===== config.mk =====
export PLATFORM = sky130hd
export DESIGN_NAME = game_referee
export DESIGN_NICKNAME = d
export VERILOG_FILES = /design/src/rtl/game_referee.sv
export SDC_FILE = /design/constraint.sdc
export NUM_CORES = 1
export LEC_CHECK = 0
export ABC_AREA = 1
export CAP_MARGIN = 20
export CORE_AREA = 2 2 114 116
export CTS_BUF_LIST = sky130_fd_sc_hd__clkbuf_2
export DETAILED_ROUTE_END_ITERATION = 10
export DIE_AREA = 0 0 116 118
export HOLD_SLACK_MARGIN = 0.15
export PLACE_DENSITY = 0.56
export SLEW_MARGIN = 40
export SYNTH_ARGS = -nofsm -noshare
export SYNTH_HDL_FRONTEND = slang
export SYNTH_SLANG_ARGS = --single-unit

===== constraint.sdc =====
create_clock -name clk -period 4.5 [get_ports clk]
set_input_delay 0.675 -clock clk [delete_from_list [all_inputs] [get_ports clk]]
set_output_delay 0.675 -clock clk [all_outputs]
set_load 0.01 [all_outputs]

===== src/rtl/game_referee.sv =====
// game_referee: match controller for the pong ball/paddle FSM; owns scores, BCD countdown and winner.
// Ports: clk/rst (async, active-high) | start (button level, rising edge used)
//        miss1/miss2 (player missed, level) | stop (1 = hold ball centred)
//        min/sec (BCD countdown) | score1/score2 | state (00 IDLE,01 SERVE,10 PLAY,11 OVER)
//        winner (00 none,01 p1,10 p2,11 draw)
// Build option: define REFEREE_SUDDEN_DEATH_EN to let a tied match continue past 00 until the next point.
module game_referee #(
    parameter int CLK_PER_SEC  = 50_000_000,
    parameter int GAME_SECONDS = 60,
    parameter int SERVE_DELAY  = 25_000_000,
    parameter int WIN_SCORE    = 7
) (
    input  logic       clk,
    input  logic       rst,
    input  logic       start,
    input  logic       miss1,
    input  logic       miss2,
    output logic       stop,
    output logic [3:0] min,
    output logic [3:0] sec,
    output logic [3:0] score1,
    output logic [3:0] score2,
    output logic [1:0] state,
    output logic [1:0] winner
);
    localparam int PW = CLK_PER_SEC > 1 ? $clog2(CLK_PER_SEC) : 1;
    localparam int DW = SERVE_DELAY > 1 ? $clog2(SERVE_DELAY) : 1;
    localparam logic [3:0] MIN0 = 4'(GAME_SECONDS / 10);
    localparam logic [3:0] SEC0 = 4'(GAME_SECONDS % 10);
    localparam logic [3:0] WIN  = 4'(WIN_SCORE);

    typedef enum logic [1:0] {IDLE = 2'b00, SERVE = 2'b01, PLAY = 2'b10, OVER = 2'b11} state_t;

    state_t        state_q, state_d;
    logic          start_q, m1_q, m2_q, stop_q, stop_d;
    logic [PW-1:0] pre_q, pre_d;
    logic [DW-1:0] dly_q, dly_d;
    logic [3:0]    min_q, min_d, sec_q, sec_d, s1_q, s1_d, s2_q, s2_d;
    logic [1:0]    win_q, win_d;
    logic          start_rise, r1, r2, p1, p2, tick, zero, expire, win_hit, over;

    always_comb begin
        start_rise = start & ~start_q;
        // Misses are edge-qualified so a level held across a serve is scored only once.
        r1 = miss1 & ~m1_q;
        r2 = miss2 & ~m2_q;
        p1 = r2 & ~r1;
        p2 = r1 & ~r2;
        tick = pre_q == PW'(CLK_PER_SEC - 1);
        zero = min_q == 4'd0 && sec_q == 4'd0;
        expire = 1'b0;
        win_hit = 1'b0;
        over = 1'b0;
        state_d = state_q;
        pre_d = pre_q;
        dly_d = dly_q;
        min_d = min_q;
        sec_d = sec_q;
        s1_d = s1_q;
        s2_d = s2_q;
        win_d = win_q;
        case (state_q)
            IDLE, OVER: if (start_rise) begin
                state_d = SERVE;
                dly_d = '0;
                s1_d = '0;
                s2_d = '0;
                min_d = MIN0;
                sec_d = SEC0;
                win_d = 2'b00;
            end
            SERVE: if (dly_q == DW'(SERVE_DELAY - 1)) begin
                state_d = PLAY;
                pre_d = '0;
            end else dly_d = dly_q + 1'b1;
            PLAY: begin
                pre_d = tick ? '0 : pre_q + 1'b1;
                if (p1) s1_d = s1_q == 4'd15 ? 4'd15 : s1_q + 4'd1;
                if (p2) s2_d = s2_q == 4'd15 ? 4'd15 : s2_q + 4'd1;
                if (tick && !zero) begin
                    sec_d = sec_q == 4'd0 ? 4'd9 : sec_q - 4'd1;
                    min_d = sec_q == 4'd0 ? min_q - 4'd1 : min_q;
                end
                expire = tick && !zero && min_d == 4'd0 && sec_d == 4'd0;
                win_hit = (p1 && s1_d == WIN) || (p2 && s2_d == WIN);
`ifdef REFEREE_SUDDEN_DEATH_EN
                // A tie at 00 keeps playing; the next single point decides.
                over = win_hit || (expire && s1_d != s2_d) || (zero && (p1 || p2));
`else
                over = win_hit || expire;
`endif
                if (over) begin
                    state_d = OVER;
                    win_d = s1_d > s2_d ? 2'b01 : s2_d > s1_d ? 2'b10 : 2'b11;
                end else if (r1 || r2) begin
                    state_d = SERVE;
                    dly_d = '0;
                end
            end
            default: state_d = IDLE;
        endcase
        stop_d = state_d != PLAY;
    end

    always_ff @(posedge clk or posedge rst) begin
        if (rst) begin
            state_q <= IDLE;
            start_q <= 1'b0;
            m1_q <= 1'b0;
            m2_q <= 1'b0;
            stop_q <= 1'b1;
            pre_q <= '0;
            dly_q <= '0;
            min_q <= MIN0;
            sec_q <= SEC0;
            s1_q <= '0;
            s2_q <= '0;
            win_q <= 2'b00;
        end else begin
            state_q <= state_d;
            start_q <= start;
            m1_q <= miss1;
            m2_q <= miss2;
            stop_q <= stop_d;
            pre_q <= pre_d;
            dly_q <= dly_d;
            min_q <= min_d;
            sec_q <= sec_d;
            s1_q <= s1_d;
            s2_q <= s2_d;
            win_q <= win_d;
        end
    end

    assign stop = stop_q;
    assign min = min_q;
    assign sec = sec_q;
    assign score1 = s1_q;
    assign score2 = s2_q;
    assign state = state_q;
    assign winner = win_q;
endmodule

# [Word level (Yosys, flattened, before mapping)]
# Cells that the tools add are included.
[op_classes] add_sub_neg=6 order_cmp=2 n_eq_ne=16 n_mux=36 n_bitwise=10 n_reduce_logical=22
[ops] op="25-bit 2-to-1 mux" n=4
[ops] op="25-bit case mux with 3 select lines" n=1
[ops] op="4-bit 2-to-1 mux" n=14
[ops] op="26-bit 2-to-1 mux" n=2
[ops] op="26-bit case mux with 2 select lines" n=1
[ops] op="4-bit case mux with 2 select lines" n=4
[ops] op="26-bit by 1-bit adder with 26-bit output, second input constant" n=1
[ops] op="26-bit == test, second input constant" n=1
[ops] op="25-bit by 1-bit adder with 25-bit output, second input constant" n=1
[ops] op="25-bit == test, second input constant" n=1
[ops] op="4-bit logical NOT" n=4
[ops] op="2-bit 2-to-1 mux" n=7
[ops] op="2-bit != test, second input constant" n=7
[ops] op="4-bit by 1-bit adder with 4-bit output, second input constant" n=2
[ops] op="4-bit by 3-bit == test with 1-bit output, second input constant" n=2
[ops] op="4-bit == test, second input constant" n=2
[ops] op="4-bit > comparator" n=2
[ops] op="4-bit by 1-bit subtractor with 4-bit output, second input constant" n=2
[ops] op="1-bit logical AND" n=6
[ops] op="2-bit case mux with 3 select lines" n=1
[ops] op="1-bit bitwise AND" n=5
[ops] op="1-bit inverter" n=5
[ops] op="2-bit == test, second input constant" n=2
[ops] op="2-bit case mux with 2 select lines" n=1
[ops] op="other kinds (10)" n=14
[word_totals] register_bits=75 inputBits=5 output_inout_bits=21 word_cells=104

# [Logic depth before layout (Yosys ltp)]
[depth] depth_word=13 ltp_mapped=18 depth_no_buf=18

# [Worst setup path after synthesis]
# Ideal clock, no wire load.
[synth_path] path_kind="input port to flip-flop" from="input port miss2" to="register dly_q[21]" setup_time_ns=0.117 t_arrival_ns=2.208 t_required_ns=4.383 setup_slack_ns=2.175 cell_stages=18 n_path_buf=1 cell_sequence="inv_1 > nor2_1 > inv_1 > nor2_2 > inv_2 > nor2_2 > nand3_1 > o21ai_2 > nor2_1 > nand2_1 > nand2_1 > inv_2 > nand2_2 > o21ai_4 > nand2_4 > buf_6 > nand2_2 > nand2_1"
[synth_via] elab_chain_cells=11 elab_cells_between_ends=18 classes_between="4 x eq/ne; 4 x mux; 4 x bitwise; 6 x reduce/logical"
[synth_lines] item="from (decl)" line="17" rtl="input logic miss2,"
[synth_lines] item="1-bit bitwise AND *" line="46" rtl="r2 = miss2 & ~m2_q;"
[synth_lines] item="1-bit inverter" line="48" rtl="p2 = r1 & ~r2;"
[synth_lines] item="1-bit bitwise AND" line="48"
[synth_lines] item="4-bit 2-to-1 mux" line="79" rtl="if (p2) s2_d = s2_q == 4'd15 ? 4'd15 : s2_q + 4'd1;"
[synth_lines] item="4-bit 2-to-1 mux" line="62" rtl="case (state_q)"
[synth_lines] item="4-bit by 3-bit == test with 1-bit output" line="85" rtl="win_hit = (p1 && s1_d == WIN) || (p2 && s2_d == WIN);"
[synth_lines] item="1-bit logical AND" line="85"
[synth_lines] item="1-bit logical OR" line="85"
[synth_lines] item="1-bit logical OR" line="90" rtl="over = win_hit || expire;"
[synth_lines] item="2-bit != test (no line)"
[synth_lines] item="4-bit AND reduction (no line) *"
[synth_lines] item="to (signal assigned)" line="126" rtl="dly_q <= dly_d;"
[synth_lines] item="to (decl)" line="37" rtl="logic [DW-1:0] dly_q, dly_d;"
# Every way passes the cells marked *; elsewhere a longest branch is shown, timed or not. The select of a mux whose other input is x is not followed.
# A chain may end at the register's enable or synchronous reset.

# [Final worst setup path]
[layout_path] from="register min_q[0] (netlist: min[0])" to="register dly_q[6]"
[layout_via] elab_chain_cells=12 elab_cells_between_ends=17 classes_between="1 x add/sub; 1 x eq/ne; 5 x mux; 10 x reduce/logical"
[layout_lines] item="from (decl)" line="38" rtl="logic [3:0] min_q, min_d, sec_q, sec_d, s1_q, s1_d, s2_q, s2_d;"
[layout_lines] item="from (signal assigned)" line="127" rtl="min_q <= min_d;"
[layout_lines] item="branches (longest 8 deep; another with 4-bit by 1-bit subtractor with 4-bit output)"
[layout_lines] item="1-bit logical AND *" line="84" rtl="expire = tick && !zero && min_d == 4'd0 && sec_d == 4'd0;"
[layout_lines] item="1-bit logical OR *" line="90"
[layout_lines] item="2-bit != test (no line) *"
[layout_lines] item="4-bit AND reduction (no line) *"
# Mark *: on every way between the ends. The select of a mux whose other input is x is not followed.

==> reports/summary.txt <==
status -> completed
starting density of the core -> 39.5%
post-CTS repair timing setup buffer count -> 0
half-perimeter wire length after placement -> 8.19 mm
# port buffers -> 25
residual overflow from global routing -> 0
TritonCTS clock tree -> yes
vias in the first global route -> 4274
CP max-delay cell -> sky130_fd_sc_hd__dfrtp_1
worst min path class -> input pin to async pin
upper clock frequency limit -> 359 MHz
number of flip-flops and latches in the synthesized netlist -> 75
number of failing hold endpoints at the final stage -> 0
layout cell share with drive strength beyond 1 -> 8.81%
clock latency of the later-clocked register in the worst-skew pair -> 0.54 ns
largest fanout on the critical path -> 26
Period Utilization, post-route -> 62.0%
area of the core region -> 12400 um2
Synth Flop Type -> sky130_fd_sc_hd__dfrtp_1
global-route wire length before repair -> 19.8 mm
number of design rule violations left after detail routing -> 0
max-slew violation total from the final report -> 0
die footprint -> 13700 um2
worst-case setup slack after placement -> 1.20 ns
final critical-path required period -> 2.79 ns
number of nets in the synthesized netlist -> 701
unrepaired setup endpoints after global routing -> no
width of the die -> 116 um
synth top area cells -> sky130_fd_sc_hd__dfrtp_1 37%, sky130_fd_sc_hd__nand2_1 12%, sky130_fd_sc_hd__inv_1 6.7%, sky130_fd_sc_hd__nor2_1 6.7%, sky130_fd_sc_hd__nand3_1 6.2%
areal power density over the cells -> 186 nW/um2
buffer levels on the longest clock path -> 2
most repeated library cell on the critical path -> sky130_fd_sc_hd__nand2_1
diode insertion count for antenna repair -> 0
weighted congestion at the end of routability-driven global placement -> 0.823
classification of the worst setup path -> flip-flop to flip-flop
setup slack after layout -> 1.71 ns
cts bufs inserted -> 9
EDFF count, synth -> 0
final antenna-violating net count -> 0
sequential area share after synthesis -> 38.3%
CTS H-tree lvls -> 3
synthesized cell area -> 4910 um2
cell chain of the critical path -> inv_1 > ha_1 > nor3b_1 > nand2_2 > nand4_1 > nand2_1 > nand3_1 > nor2_1 > nand3_2 > nand2_2 > o21ai_4 > buf_4 > nand2_4 > nand2_1 > nand2_1
number of hold buffers added after cts -> 0
Clock Sink Count -> 75
post-synthesis async set-or-reset flop share -> 100%
Max VDD drop -> 102 uV
critical path's largest stage delay -> 0.44 ns
cts repair resizes -> 0
Area Growth Syn to Fin -> 10.3%
num rows -> 41
nets -> 729
Cell Count, Final, Fillers Out -> 887
WP data arrival -> 3.22 ns
slew of the pin with the lowest slew margin -> 0.682 ns
Worst slew margin -> 54.5%
crit path capture type -> flip-flop
post-DR vias/cell -> 4.98
setup violators final -> 0
delay-heaviest family, CP -> simple AND/OR/NAND/NOR gates
die height -> 118 um
setup clock skew after layout -> 0.0260 ns
cell type with the highest aggregate area in the netlist -> sky130_fd_sc_hd__dfrtp_1
CP Data Required Time -> 4.94 ns
pin count of the biggest net entering global routing -> 31
drt pass-1 iters -> 4
power after layout -> 1.01 mW
starting DRC count in detailed routing -> 277
number of distinct library cell variants in the gate-level netlist after synthesis -> 45
number of warning messages in the yosys log -> 0
Placed Instance Area -> 5350 um2
met3 routing resource usage after global routing -> 3.09%
clock root buffer -> sky130_fd_sc_hd__clkbuf_2
Total Neg Setup Slack -> 0 ns
global-route track usage on met2 -> 29.6%
nature of the critical path startpoint -> flip-flop
wirelength, routed -> 11.3 mm
final standard cell utilization of the core -> 43.6%
leakage power -> 2.55 nW
Post-Synthesis Cells -> 684
number of vias after detailed routing -> 4419
share of Yosys cell area claimed by the top area cell type -> 36.7%
# Max-Cap Violations -> 0
mean post-synth cell area -> 7.18 um2
final routed wire length divided by cell count -> 12.8 um
global router's overall resource usage -> 17.8%
total placed cells including tap cells -> 873
busiest layer in global routing -> met2
initial antenna violation count -> 0
grt met1 use -> 22.8%
CTS clock-pin slew for the worst setup and hold paths -> 0.20 ns
final instance area -> 5420 um2
I/O pin count -> 26
hold slack -> 0.510 ns
Critical path buffers and inverters -> 2
-- final cells by class --
type	count	area (um2)
clock inverter	1	3.75
fill	1326	7000
tap	172	215
sequential	75	1880
inverter	95	357
multi-input combinational	498	2590
clock buffer	13	65.1
timing repair buffer	33	310
-- state kept, by name, summed over array words and instances, names as in the netlist --
signal,flops
pre_q,26
dly_q,25
min,4
score1,4
score2,4
sec,4
state,2
winner,2
m1_q,1
m2_q,1
start_q,1
stop,1
-- Yosys cell counts (2+ instances only) --
library cell and n:
sky130_fd_sc_hd__o21ai_0 26, sky130_fd_sc_hd__a31oi_1 5, sky130_fd_sc_hd__nor3b_1 5, sky130_fd_sc_hd__nand2_1 154, sky130_fd_sc_hd__nor4_1 7, sky130_fd_sc_hd__inv_1 88, sky130_fd_sc_hd__buf_6 2, sky130_fd_sc_hd__nand4_1 20
sky130_fd_sc_hd__buf_2 3, sky130_fd_sc_hd__nor3_1 11, sky130_fd_sc_hd__nor2_1 87, sky130_fd_sc_hd__nor2_2 5, sky130_fd_sc_hd__dfrtp_1 72, sky130_fd_sc_hd__a21oi_1 22, sky130_fd_sc_hd__ha_1 12, sky130_fd_sc_hd__dfstp_2 3
sky130_fd_sc_hd__inv_2 4, sky130_fd_sc_hd__nand3_2 2, sky130_fd_sc_hd__nand2_2 18, sky130_fd_sc_hd__nand3b_1 3, sky130_fd_sc_hd__clkinv_1 3, sky130_fd_sc_hd__nor2_4 5, sky130_fd_sc_hd__clkbuf_1 9, sky130_fd_sc_hd__o22ai_1 9
sky130_fd_sc_hd__xor2_1 22, sky130_fd_sc_hd__a211oi_1 4, sky130_fd_sc_hd__xnor2_1 4, sky130_fd_sc_hd__nand3_1 61, sky130_fd_sc_hd__buf_4 2
-- power breakdown --
group          leakage, nW  internal, mW  total, mW  switching, mW
sequential           0.959         0.676      0.677       0.000371
combinational         1.54       0.00839     0.0325         0.0241
clock               0.0556        0.0748      0.300          0.226
-- placed cells by master, fill, tap and decap left out, types with 7 or more instances in the layout --
| cell | synthesis | final |
|---|---|---|
| sky130_fd_sc_hd__dfrtp_1 | 72 | 72 |
| sky130_fd_sc_hd__nor2_1 | 87 | 87 |
| sky130_fd_sc_hd__nor3_1 | 11 | 11 |
| sky130_fd_sc_hd__nor4_1 | 7 | 7 |
| sky130_fd_sc_hd__nand4_1 | 20 | 20 |
| sky130_fd_sc_hd__xor2_1 | 22 | 22 |
| sky130_fd_sc_hd__inv_1 | 88 | 87 |
| sky130_fd_sc_hd__a21oi_1 | 22 | 22 |
| sky130_fd_sc_hd__o21ai_0 | 26 | 26 |
| sky130_fd_sc_hd__buf_4 | 2 | 8 |
| sky130_fd_sc_hd__ha_1 | 12 | 12 |
| sky130_fd_sc_hd__clkbuf_2 | 0 | 13 |
| sky130_fd_sc_hd__clkdlybuf4s50_1 | 0 | 25 |
| sky130_fd_sc_hd__nand2_1 | 154 | 154 |
| sky130_fd_sc_hd__nand2_2 | 18 | 18 |
| sky130_fd_sc_hd__o22ai_1 | 9 | 9 |
| sky130_fd_sc_hd__nand3_1 | 61 | 61 |
-- cells by family (layout without fill, tap and decap cells) --
| logic type | count (synthesis) | count (layout) | synth area share [%] |
|---|---|---|---|
| buffers and inverters | 111 | 142 | 9.02 |
| xor gates and xnor gates | 26 | 26 | 4.64 |
| adders and majority gates | 12 | 12 | 3.06 |
| AOI/OAI and AO/OA | 79 | 79 | 9.53 |
| and+or+nand+nor | 381 | 381 | 35.4 |
| DFF | 75 | 75 | 38.3 |
-- worst paths after layout --
path / startpoint / end / slack (ns) / cells after the start
max: min[0] / dly_q[6] / 1.71 / 15
min: rst / min[0] / 0.51 / 2
max reg2reg: min[0] / dly_q[6] / 1.71 / 15
min reg2reg: winner[1] / winner[1] / 0.51 / 2
max in group asynchronous: rst / dly_q[6] / 3.09 / 3
min in group clk: winner[1] / winner[1] / 0.51 / 2
-- per-layer routing --
metal	wire, um	vias up
met1	5310	2066
met5	0	-
met4	173	0
li1	-	2271
met3	355	12
met2	5510	70
Note: power is estimated with default switching activity, not from simulation.
